--- src/rtl/mem_arbiter.sv ---
// Round-robin arbiter that merges the instruction and data memory masters onto one
// shared memory port. The granted request is registered and held until the memory answers.
module mem_arbiter #(
  parameter int ADDR_W = 16,
  parameter int DATA_W = 16,
  parameter int MASK_W = 2
) (
  input  logic              clk,
  input  logic              rst,
  input  logic [ADDR_W-1:0] imem_address,
  input  logic              imem_action_stb,
  input  logic              imem_action_cyc,
  output logic [DATA_W-1:0] imem_rdata,
  output logic              imem_resp,
  input  logic [ADDR_W-1:0] dmem_address,
  input  logic [DATA_W-1:0] dmem_wdata,
  input  logic              dmem_write,
  input  logic [MASK_W-1:0] dmem_byte_enable,
  input  logic              dmem_action_stb,
  input  logic              dmem_action_cyc,
  output logic [DATA_W-1:0] dmem_rdata,
  output logic              dmem_resp,
  output logic              dmem_retry,
  output logic [ADDR_W-1:0] mem_address,
  output logic [DATA_W-1:0] mem_wdata,
  output logic              mem_write,
  output logic [MASK_W-1:0] mem_byte_enable,
  output logic              mem_action_stb,
  output logic              mem_action_cyc,
  input  logic [DATA_W-1:0] mem_rdata,
  input  logic              mem_resp,
  input  logic              mem_retry
);

  typedef enum logic [1:0] {IDLE, GRANT_I, GRANT_D} state_t;
  typedef enum logic {LAST_I, LAST_D} master_t;

  state_t  state;
  master_t last_grant;

  logic imem_req;
  logic dmem_req;
  logic pick_dmem;

  assign imem_req  = imem_action_stb & imem_action_cyc;
  assign dmem_req  = dmem_action_stb & dmem_action_cyc;
  // dmem wins when it is alone or when imem was served last; ties alternate.
  assign pick_dmem = dmem_req & (~imem_req | (last_grant == LAST_I));

  always_ff @(posedge clk or posedge rst) begin
    if (rst) begin
      state           <= IDLE;
      last_grant      <= LAST_I;
      mem_address     <= '0;
      mem_wdata       <= '0;
      mem_write       <= 1'b0;
      mem_byte_enable <= '0;
      mem_action_stb  <= 1'b0;
      mem_action_cyc  <= 1'b0;
    end else begin
      unique case (state)
        IDLE: begin
          if (pick_dmem) begin
            state           <= GRANT_D;
            mem_address     <= dmem_address;
            mem_wdata       <= dmem_wdata;
            mem_write       <= dmem_write;
            mem_byte_enable <= dmem_byte_enable;
            mem_action_stb  <= 1'b1;
            mem_action_cyc  <= 1'b1;
          end else if (imem_req) begin
            state           <= GRANT_I;
            mem_address     <= imem_address;
            mem_wdata       <= '0;
            mem_write       <= 1'b0;
            mem_byte_enable <= '0;
            mem_action_stb  <= 1'b1;
            mem_action_cyc  <= 1'b1;
          end
        end
        GRANT_I, GRANT_D: begin
          // A retry leaves last_grant alone so the rejected master keeps priority.
          if (mem_resp) begin
            last_grant     <= (state == GRANT_D) ? LAST_D : LAST_I;
            state          <= IDLE;
            mem_action_stb <= 1'b0;
            mem_action_cyc <= 1'b0;
          end else if (mem_retry) begin
            state          <= IDLE;
            mem_action_stb <= 1'b0;
            mem_action_cyc <= 1'b0;
          end
        end
        default: state <= IDLE;
      endcase
    end
  end

  // Responses are gated by the master's cyc so an aborted access is silently dropped.
  assign imem_resp  = mem_resp & (state == GRANT_I) & imem_action_cyc;
  assign dmem_resp  = mem_resp & (state == GRANT_D) & dmem_action_cyc;
  assign dmem_retry = mem_retry & ~mem_resp & (state == GRANT_D) & dmem_action_cyc;

  assign imem_rdata = mem_rdata;
  assign dmem_rdata = mem_rdata;

endmodule
--- config.mk ---
export PLATFORM = sky130hd
export DESIGN_NAME = mem_arbiter
export DESIGN_NICKNAME = d
export VERILOG_FILES = /design/src/rtl/mem_arbiter.sv
export SDC_FILE = /design/constraint.sdc
export NUM_CORES = 1
export LEC_CHECK = 0
export CORE_ASPECT_RATIO = 2
export CORE_UTILIZATION = 32
export DETAILED_ROUTE_END_ITERATION = 12
export PLACE_DENSITY = 0.71
export SYNTH_ARGS = -nofsm -noshare
export SYNTH_HDL_FRONTEND = slang
export SYNTH_SLANG_ARGS = --single-unit
--- constraint.sdc ---
create_clock -name clk -period 4.5 [get_ports clk]
set_input_delay 0.9 -clock clk [delete_from_list [all_inputs] [get_ports clk]]
set_output_delay 0.9 -clock clk [all_outputs]
set_load 0.01 [all_outputs]
* Word-level counts from Yosys, hierarchy flattened *
Index checks and enable logic that the tools add are counted.

operators by class
  bitwise logic cells = 14
  reductions and logical operators = 8
  eq/ne operators = 4
  multiplexer cells = 19

operators with widths
  cell                count
  $mux 16             4
  $mux 2              6
  $and 1x1->1         10
  $mux 1              7
  $ne 3x3->1 const B  2
  $reduce_and 2->1    3
  $pmux 2 s2          1
  $reduce_bool 2->1   2
  $not 1->1           3
  $reduce_and 3->1    1
  $eq 2x1->1 const B  1
  $eq 2x2->1 const B  1
  $logic_not 2->1     1
  $pmux 1 s2          1
  $reduce_or 2->1     1
  $or 1x1->1          1

storage, ports and cells
  input bits = 75
  word-level logic and storage cells = 52
  output and inout port bits = 72
  bits in registers = 39

* Longest topological paths before layout *
Gate-level depths: netlist of run 1.

  depth in word-level cells = 6
  depth in mapped cells = 6
  depth with buffers taken out = 5

* Worst setup path after synthesis of run 1 *
No wires, ideal clock.

  path kind = input port to output port
  start point = in dmem_action_cyc
  end point = out dmem_resp
  slack = 2.086 ns
  data required time = 3.600 ns
  buffers on the path = 2
  stages on the path = 3
  data arrival time = 1.514 ns
  path through = buf_6 -> clkbuf_1 -> and3_1

on the way
  longest elaborated chain between the ends = 1

RTL lines
  element      line  RTL
  from (decl)  20    input logic dmem_action_cyc,
  $and 1x1->1  101   assign dmem_resp = mem_resp & (state == GRANT_D) & dmem_action_cyc;
  to (decl)    22    output logic dmem_resp,

Every way passes these cells.

* Worst setup path after layout of run 1 *
  start point = in dmem_action_cyc
  end point = out dmem_retry

on the way
  longest elaborated chain between the ends = 1

RTL lines
  element      line  RTL
  $and 1x1->1  102   assign dmem_retry = mem_retry & ~mem_resp & (state == GRANT_D) & dmem_action_cyc;
  to (decl)    23    output logic dmem_retry,

Every way passes these cells.

==> results of run 1 <==
==> area by class of cell <==
| type | count | area, µm² | share of cell area (%) |
|---|---|---|---|
| Clock buffer | 6 | 138.9 | 4.608 |
| Clock inverter | 2 | 35.03 | 1.162 |
| Inverter | 4 | 15.01 | 0.4981 |
| Multi-Input combinational cell | 107 | 738.2 | 24.49 |
| Sequential cell | 39 | 975.9 | 32.38 |
| Tap cell | 86 | 107.6 | 3.570 |
| Timing Repair Buffer | 101 | 1003 | 33.29 |
==> state kept, by name, summed over array words and instances (netlist names) <==
name,cells
mem_address,16
mem_action_cyc,1
mem_wdata,16
mem_write,1
state,2
last_grant,1
mem_byte_enable,2
==> metrics by stage <==
stage | setup WS, ns | hold WS, ns | utilization (%)
floorplan | 2.086 | 0.4913 | -
global placement | 1.237 | 0.4874 | 45.01
detailed placement | 1.236 | 0.4899 | 45.01
CTS | 1.232 | 0.5074 | 47.77
global route | 1.173 | 0.5209 | 47.77
finish | 1.230 | 0.5013 | 47.77
==> routing by layer <==
layer	global-route usage, %	vias to the layer above	wire [µm]
met1	18.95	864	2108
met4	12.22	0	257
met5	0	-	0
li1	-	830	-
met2	32.88	93	3234
met3	3.212	32	383
==> cells by family (layout without fill, tap and decap cells) <==
kind of cell,after synthesis,count (layout),synth area share (%)
AO/OA/AOI/OAI,74,74,23.52
buffers and inverters,53,113,17.82
flip-flops,39,39,46.79
AND/OR/NAND/NOR,29,29,9.539
adder cells (fa/ha/maj),3,3,1.800
multiplexers,1,1,0.5399
==> worst register-to-register path: stages, from the launching register on <==
cell                      delay [ns]
sky130_fd_sc_hd__dfrtp_1        0.38
sky130_fd_sc_hd__inv_1          0.12
sky130_fd_sc_hd__ha_1           0.16
sky130_fd_sc_hd__buf_4          0.26
sky130_fd_sc_hd__inv_1          0.15
sky130_fd_sc_hd__nor3_4         0.63
sky130_fd_sc_hd__a22o_1         0.24
==> cell usage in the layout, fill, tap and decap left out, types with 3 or more instances in the layout <==
cell	netlist	final
sky130_fd_sc_hd__a21oi_1	17	17
sky130_fd_sc_hd__a22o_1	19	19
sky130_fd_sc_hd__a31oi_1	16	16
sky130_fd_sc_hd__and3_1	3	3
sky130_fd_sc_hd__buf_4	33	3
sky130_fd_sc_hd__clkbuf_16	0	5
sky130_fd_sc_hd__clkdlybuf4s50_1	0	98
sky130_fd_sc_hd__dfrtp_1	39	39
sky130_fd_sc_hd__ha_1	3	3
sky130_fd_sc_hd__inv_1	4	3
sky130_fd_sc_hd__nand4_1	16	16
sky130_fd_sc_hd__o21ai_0	17	17
==> power breakdown <==
group | switching (µW) | leakage [µW] | internal [µW]
Sequential | 101 | 0.000475 | 522
Clock | 137 | 0.0000868 | 275
Combinational | 369 | 0.000650 | 481
==> worst paths after layout <==
check	from	endpoint	slack [ns]	cells past startpoint
worst max-delay path	dmem_action_cyc	dmem_retry	1.23	4
worst min-delay path	mem_wdata[0]$_DFFE_PP0P_	mem_wdata[0]$_DFFE_PP0P_	0.50	1
worst max register to register	state[0]$_DFFE_PP0P_	mem_wdata[1]$_DFFE_PP0P_	2.50	6
worst min register to register	mem_wdata[0]$_DFFE_PP0P_	mem_wdata[0]$_DFFE_PP0P_	0.50	1
max in group asynchronous	rst	mem_wdata[10]$_DFFE_PP0P_	3.10	3
min in group asynchronous	rst	mem_address[9]$_DFFE_PP0P_	1.06	3
==> run_results.csv, run 1 <==
group,metric,value,unit
timing,setup_violations_final,0,
logic_synthesis,synth.most_common_cell,"sky130_fd_sc_hd__dfrtp_1",
timing,tightestPinTransition,0.7561,ns
floorplanning,dieArea,0.006864,mm²
power,totalPowerFinal,1885,µW
timing,setup_tns,0,ns
critical_path,timing.critical_path.slowest_cell_delay,0.52,ns
global_route,global_route_wire_length_before_repair,9356,µm
placement,place_inst,337,
clock_tree,postCtsSetupBuffers,0,
logic_synthesis,seq_area_frac_synth,46.79,%
clock_tree,cts_buffer_depth,2,
final_layout,post_route_cells_drive_above_1_share,6.950,%
floorplanning,row_count,41,
clock_tree,h-tree-depth,2,
logic_synthesis,synthesis.nets,277,
critical_path,worst_ep_arrival_time,2.37,ns
critical_path,startpoint_type,"input port",
power,p_leak,0.001211,µW
drt,drt_pre_antenna_iters,4,
global_route,antenna_violations_before_repair,0,
critical_path,timing.critical_path.buf_inv,3,
global_route,maximum_number_of_pins_on_one_net_before_global_route_repair,40,
logic_synthesis,synth_top_area_share,46.79,%
placement,place.detailed.hpwl,4334,µm
floorplanning,die_h,116.2,µm
logic_synthesis,netlist.top_cell.by_area,"sky130_fd_sc_hd__dfrtp_1",
logic_synthesis,yosysUniqueCellTypes,29,
logic_synthesis,synth_enable_flop_cells,0,
final_layout,num-fill-cells,584,
logic_synthesis,seq_cells_post_synth,39,
outcome,status,"finished clean",
drt,dr_total_vias,1819,
min_path,timing.hold.worst.class,"reg2reg",
timing,layout_min_cycle_time,3.270,ns
logic_synthesis,synthesis_warning_total,0,
placement,place_area,0.002840,mm²
critical_path,critPathMostFrequentCell,"sky130_fd_sc_hd__clkdlybuf4s50_1",
global_route,grt_pass1_vias,1884,
power,p_per_area,625.4,mW/mm²
critical_path,worst-path-max-fanout,20,
floorplanning,floorplan.die.width,59.09,µm
floorplanning,core_area,0.006310,mm²
timing,final_slew_violations,0,
final_layout,post_layout_nonfiller_instances,345,
floorplanning,io_pins,147,
final_layout,layout.cell_area.non_filler,0.003014,mm²
clock_tree,cts_resized,0,
clock_tree,path_clk_slew,0.05,ns
critical_path,setup_cp_type,"in2out",
drt,postRouteAntennaNets,0,
power,worst_ir_drop_vdd,0.0002070,V
logic_synthesis,synth.cell_area,0.002086,mm²
global_route,grt_use_total,18.39,%
clock_tree,cts_tree,"yes",
clock_tree,cts_root_buf,"sky130_fd_sc_hd__clkbuf_16",
flow_run,timing.max_cap.violations,0,
placement,io_buffer_count,98,
critical_path,crit_family,"buffers and inverters",
critical_path,worst_path_max_delay_cell,"sky130_fd_sc_hd__clkdlybuf4s50_1",
critical_path,critical_path_required,3.60,ns
timing,layout_worst_path_cycle_share,72.66,%
drt,drt-vias-per-instance,5.272,
timing,final_hold_viol_count,0,
timing,rsz0062_at_grt,"false",
global_route,grt_overflow_total,0,
drt,drt-initial-drc-count,107,
timing,max_freq,305.8,MHz
logic_synthesis,postSynthAreaPerCell,10.48,µm²
final_layout,area_growth_syn_to_fin,44.51,%
logic_synthesis,ys_top_cells_by_area,"sky130_fd_sc_hd__dfrtp_1 (47%), sky130_fd_sc_hd__buf_4 (12%), sky130_fd_sc_hd__a22o_1 (8.0%), sky130_fd_sc_hd__a31oi_1 (4.8%), sky130_fd_sc_hd__nand4_1 (4.8%)",
critical_path,crit_path_end_kind,"output pin",
critical_path,crit_path_cell_chain,"clkdlybuf4s50_1 > buf_4 > and4b_1 > clkdlybuf4s50_1",
drt,drc,0,
clock_tree,cts_inserted_buffers,5,
drt,post_drt_wl_per_cell,17.35,µm
logic_synthesis,async_reset_ff_share,100.0,%
timing,slew_headroom,49.44,%
timing,fin_skew,0.004681,ns
logic_synthesis,synth.cells.most_frequent,"sky130_fd_sc_hd__dfrtp_1 (39), sky130_fd_sc_hd__buf_4 (33), sky130_fd_sc_hd__a22o_1 (19)",
final_layout,num_antenna_cells,0,
clock_tree,cts.sinks,39,
placement,gp_congestion,0.7632,
logic_synthesis,postSynth.topFlopCell,"sky130_fd_sc_hd__dfrtp_1",
final_layout,nNetsFinal,336,
floorplanning,start_util,33.06,%
clock_tree,ctsHoldBuffers,0,
logic_synthesis,synthesis.instances,199,
drt,postRouteWirelength,5985,µm
clock_tree,clk-insertion-delay-late,0.28,ns
(Power assumes the default switching activity.)
==> run 2: changes to the inputs <==
==> constraint.sdc (replaced) <==
create_clock -name clk -period 3.3 [get_ports clk]
set_input_delay 0.66 -clock clk [delete_from_list [all_inputs] [get_ports clk]]
set_output_delay 0.66 -clock clk [all_outputs]
set_load 0.01 [all_outputs]
==> run_results.csv, run 2 (synthesized netlist as in run 1, its figures left out) <==
group,metric,value,unit
outcome,status,"finished clean",
final_layout,area_growth_syn_to_fin,45.95,%
clock_tree,path_clk_slew,0.05,ns
timing,layout_min_cycle_time,2.567,ns
timing,whs,0.4995,ns
clock_tree,cts_tree,"yes",
timing,max_freq,389.6,MHz
timing,setup_violations_final,0,
clock_tree,cts.sinks,39,
critical_path,timing.critical_path.slowest_cell_delay,0.54,ns
placement,io_buffer_count,98,
drt,dr_total_vias,1814,
clock_tree,postCtsSetupBuffers,0,
placement,place.detailed.hpwl,4301,µm
floorplanning,core_area,0.006310,mm²
final_layout,multiInputGateArea,738.2,µm²
timing,layout_worst_path_cycle_share,77.78,%
global_route,grt_use_total,17.40,%
timing,final_slew_violations,0,
critical_path,crit_path_cell_chain,"clkdlybuf4s50_1 > and3_1 > clkdlybuf4s50_1",
clock_tree,h-tree-depth,2,
final_layout,biggestRegsByFlops,"mem_address x16, mem_wdata x16",
critical_path,critPathMostFrequentCell,"sky130_fd_sc_hd__clkdlybuf4s50_1",
global_route,grt_overflow_total,0,
min_path,timing.hold.worst.class,"reg2reg",
final_layout,nNetsFinal,338,
floorplanning,io_pins,147,
timing,tightestPinTransition,1.012,ns
placement,place_inst,339,
clock_tree,clk-insertion-delay-late,0.29,ns
timing,rsz0062_at_grt,"false",
floorplanning,start_util,33.06,%
critical_path,worst_path_max_delay_cell,"sky130_fd_sc_hd__clkdlybuf4s50_1",
floorplanning,dieArea,0.006864,mm²
critical_path,startpoint_type,"input port",
floorplanning,die_h,116.2,µm
power,p_per_area,866.4,mW/mm²
clock_tree,cts_root_buf,"sky130_fd_sc_hd__clkbuf_16",
floorplanning,row_count,41,
clock_tree,ctsHoldBuffers,0,
floorplanning,floorplan.die.width,59.09,µm
power,worst_ir_drop_vdd,0.0002809,V
final_layout,seq_area,975.9,µm²
timing,final_hold_viol_count,0,
final_layout,post_route_cells_drive_above_1_share,7.280,%
final_layout,post_layout_nonfiller_instances,347,
critical_path,worst-path-max-fanout,4,
timing,setup_tns,0,ns
global_route,grt_pass1_vias,1776,
critical_path,setup_cp_type,"in2out",
final_layout,final_core_area_utilization,48.25,%
drt,drc,0,
critical_path,crit_family,"buffers and inverters",
power,p_leak,0.001226,µW
drt,drt-initial-drc-count,128,
final_layout,most-common-layout-cells,"sky130_fd_sc_hd__clkdlybuf4s50_1 (98), sky130_fd_sc_hd__dfrtp_1 (39), sky130_fd_sc_hd__a22o_1 (19)",
drt,drt_pre_antenna_iters,4,
flow_run,timing.max_cap.violations,0,
critical_path,critical_path_required,2.64,ns
drt,postRouteAntennaNets,0,
critical_path,worst_ep_arrival_time,1.91,ns
final_layout,num_antenna_cells,0,
drt,postRouteWirelength,5942,µm
global_route,maximum_number_of_pins_on_one_net_before_global_route_repair,29,
critical_path,crit_path_end_kind,"output pin",
clock_tree,cts_buffer_depth,2,
drt,post_drt_wl_per_cell,17.12,µm
critical_path,timing.critical_path.buf_inv,2,
final_layout,num-fill-cells,600,
timing,fin_skew,0.009103,ns
clock_tree,cts_inserted_buffers,5,
global_route,antenna_violations_before_repair,0,
timing,slew_headroom,32.09,%
placement,gp_congestion,0.7483,
drt,drt-vias-per-instance,5.228,
global_route,global_route_wire_length_before_repair,8880,µm
final_layout,layout_commonest_cell,"sky130_fd_sc_hd__clkdlybuf4s50_1",
clock_tree,cts_resized,0,
==> run 2: layer usage <==
| metal | GRT usage [%] | share of wire, % |
|---|---|---|
| met5 | 0 | 0 |
| met4 | 11.75 | 4.2 |
| met3 | 3.765 | 7.0 |
| met2 | 30.30 | 52 |
| met1 | 18.12 | 37 |
==> run 2: metrics by stage <==
stage / worst slack, ns / total power, µW / instance area (µm²)
after floorplan: 1.366 / 1439 / 2086
after global placement: 0.7050 / 1997 / 2855
after detailed placement: 0.6817 / 2022 / 2855
after CTS: 0.7234 / 2654 / 3044
after global routing: 0.6678 / 2783 / 3044
final: 0.7332 / 2638 / 3044
==> run 2: worst paths after layout <==
path | startpoint | end | slack (ns) | depth (start not counted)
max in group asynchronous | rst | mem_wdata[12]$_DFFE_PP0P_ | 1.84 | 3
worst max register to register | state[0]$_DFFE_PP0P_ | mem_byte_enable[1]$_DFFE_PP0P_ | 1.25 | 6
worst max-delay path | imem_action_cyc | imem_resp | 0.73 | 3
min in group asynchronous | rst | mem_address[1]$_DFFE_PP0P_ | 0.81 | 2
worst min-delay path | mem_wdata[7]$_DFFE_PP0P_ | mem_wdata[7]$_DFFE_PP0P_ | 0.50 | 1
worst min register to register | mem_wdata[7]$_DFFE_PP0P_ | mem_wdata[7]$_DFFE_PP0P_ | 0.50 | 1
==> run 2: final cells by class <==
cell class | count | area share (%)
flip-flops and latches | 39 | 32.06
well taps | 86 | 3.535
clock inverters | 2 | 1.973
repair buffers | 103 | 33.46
inverters | 4 | 0.4932
clock buffers | 6 | 4.233
multi-input cells | 107 | 24.25
==> run 2: power breakdown <==
part	internal (µW)	total [µW]	switching, µW
logic	658	1160	501
registers	713	854	141
clock network	433	624	191
total	1800	2640	833
==> run 2: worst register-to-register path: stages (launching register included) <==
cell	delay [ns]
sky130_fd_sc_hd__dfrtp_1	0.39
sky130_fd_sc_hd__inv_1	0.12
sky130_fd_sc_hd__ha_1	0.18
sky130_fd_sc_hd__buf_4	0.27
sky130_fd_sc_hd__inv_1	0.14
sky130_fd_sc_hd__nor3_4	0.64
sky130_fd_sc_hd__a22o_1	0.24
==> run 3: changes to the inputs <==
==> constraint.sdc (replaced) <==
create_clock -name clk -period 2.43 [get_ports clk]
set_input_delay 0.486 -clock clk [delete_from_list [all_inputs] [get_ports clk]]
set_output_delay 0.486 -clock clk [all_outputs]
set_load 0.01 [all_outputs]
==> run_results.csv, run 3 (synthesized netlist as in run 1, its figures left out) <==
group,metric,value,unit
global_route,maximum_number_of_pins_on_one_net_before_global_route_repair,40,
critical_path,crit-reg2reg-launch,"state[0]$_DFFE_PP0P_",
clock_tree,cts.sinks,39,
final_layout,num_antenna_cells,0,
drt,postRouteAntennaNets,0,
timing,final_hold_viol_count,0,
timing,layout_min_cycle_time,2.247,ns
clock_tree,cts_tree,"yes",
final_layout,most-common-layout-cells,"sky130_fd_sc_hd__clkdlybuf4s50_1 (98), sky130_fd_sc_hd__dfrtp_1 (39), sky130_fd_sc_hd__a22o_1 (19)",
drt,drt_pre_antenna_iters,5,
timing,slew_headroom,66.14,%
placement,gp_congestion,0.7594,
clock_tree,h-tree-depth,2,
drt,post_drt_wl_per_cell,16.86,µm
drt,postRouteWirelength,5884,µm
critical_path,worst_path_max_delay_cell,"sky130_fd_sc_hd__clkdlybuf4s50_1",
clock_tree,cts_resized,0,
clock_tree,clk-insertion-delay-late,0.28,ns
global_route,global_route_wire_length_before_repair,8921,µm
critical_path,worst-path-max-fanout,5,
clock_tree,cts_inserted_buffers,5,
timing,max_freq,445.1,MHz
placement,dp_worst_setup_slack,0.1186,ns
outcome,status,"finished clean",
critical_path,critPathMostFrequentCell,"sky130_fd_sc_hd__clkdlybuf4s50_1",
floorplanning,floorplan.die.width,59.09,µm
critical_path,crit-reg2reg-capture,"mem_wdata[11]$_DFFE_PP0P_",
placement,io_buffer_count,98,
critical_path,setup_cp_type,"in2out",
global_route,grt_pass1_vias,1853,
floorplanning,start_util,33.06,%
critical_path,startpoint_type,"input port",
critical_path,crit_path_end_kind,"output pin",
final_layout,layout_commonest_cell,"sky130_fd_sc_hd__clkdlybuf4s50_1",
floorplanning,die_h,116.2,µm
final_layout,post_route_cells_drive_above_1_share,8.365,%
min_path,hold-path-endpoint,"mem_byte_enable[1]$_DFFE_PP0P_",
floorplanning,core_area,0.006310,mm²
final_layout,post_layout_nonfiller_instances,349,
global_route,grt_use_met1,17.42,%
global_route,antenna_violations_before_repair,0,
critical_path,worst_ep_arrival_time,1.76,ns
clock_tree,ctsHoldBuffers,0,
floorplanning,io_pins,147,
critical_path,crit_path_cell_chain,"clkdlybuf4s50_1 > and4b_1 > clkdlybuf4s50_1",
flow_run,timing.max_cap.violations,0,
global_route,grt_use_total,17.78,%
drt,drt-vias-per-instance,5.192,
critical_path,timing.reg2reg.worst_path_depth,6,
floorplanning,dieArea,0.006864,mm²
critical_path,critical_path_required,1.94,ns
timing,tightestPinTransition,0.5080,ns
power,p_leak,0.001222,µW
global_route,globalRouteMet2Util,31.21,%
floorplanning,row_count,41,
global_route,gr-max-usage-layer,"met2",
global_route,grt_overflow_total,0,
drt,dr_total_vias,1812,
critical_path,rrSetupSlack,0.70,ns
min_path,min_path_cells,1,
timing,rsz0062_at_grt,"false",
critical_path,timing.critical_path.slowest_cell_delay,0.52,ns
min_path,hold_start,"mem_byte_enable[1]$_DFFE_PP0P_",
final_layout,nNetsFinal,341,
placement,place_inst,342,
timing,setup_tns,0,ns
global_route,grt.met3_usage,3.876,%
power,p_per_area,1122,mW/mm²
timing,final_slew_violations,0,
clock_tree,postCtsSetupBuffers,0,
clock_tree,cts_root_buf,"sky130_fd_sc_hd__clkbuf_16",
timing,setup_ws,0.1831,ns
drt,drc,0,
placement,place.detailed.hpwl,4441,µm
final_layout,area_growth_syn_to_fin,44.87,%
timing,layout_worst_path_cycle_share,92.46,%
timing,setup_violations_final,0,
power,worst_ir_drop_vdd,0.0003485,V
clock_tree,cts_buffer_depth,2,
drt,drt-initial-drc-count,101,
clock_tree,path_clk_slew,0.05,ns
timing,fin_skew,0.003173,ns
final_layout,biggestRegsByFlops,"mem_address x16, mem_wdata x16",
min_path,timing.hold.worst.class,"reg2reg",
==> run 3: cell types whose count changed in the layout (fill, tap and decap cells not counted), sizes merged <==
cell / previous run / this run
bufinv: 2 / 0
buf: 5 / 8
clkinv: 1 / 2
==> run 3: routing by layer <==
layer / up-vias / share of wire, %
met1: 848 / 35
met4: 0 / 5.1
met2: 92 / 53
met3: 35 / 7.0
li1: 837 / -
met5: - / 0
==> run 3: worst max path at each step <==
stage | start | to | cells past startpoint
floorplan | dmem_action_cyc | dmem_resp | 3
global placement | dmem_action_cyc | mem_wdata[7]$_DFFE_PP0P_ | 5
detailed placement | dmem_action_cyc | mem_wdata[11]$_DFFE_PP0P_ | 5
CTS | mem_resp | dmem_retry | 3
global route | mem_resp | dmem_retry | 3
finish | mem_resp | dmem_retry | 3
==> run 3: layout make-up <==
cell class              count  area, µm²
inverters                   4      15.01
clock inverters             1      5.005
well taps                  86      107.6
multi-input cells         107      738.2
fillers                   605       3288
repair buffers            106       1041
clock buffers               6      138.9
flip-flops and latches     39      975.9
==> run 3: per-stage QoR <==
| stage | utilization [%] | hold WS, ns | power, µW | cell area [µm²] |
|---|---|---|---|---|
| floorplan | - | 0.4913 | 1954 | 2086 |
| global placement | 45.61 | 0.4883 | 2729 | 2878 |
| detailed placement | 45.61 | 0.4899 | 2757 | 2878 |
| CTS | 47.89 | 0.5070 | 3421 | 3022 |
| global route | 47.89 | 0.5172 | 3599 | 3022 |
| finish | 47.89 | 0.4999 | 3390 | 3022 |
==> run 3: critical path: cells and delay by family <==
family,cells,cell delay [ns]
and+or+nand+nor,1,0.27
buffers and inverters,2,1.00
==> run 3: where the power goes <==
part           switching [µW]  leakage (µW)  internal [µW]  total [µW]
Clock                     245     0.0000727            400         646
Sequential                192      0.000475            968        1160
Combinational             678      0.000674            906        1580
Total                    1120       0.00122           2270        3390
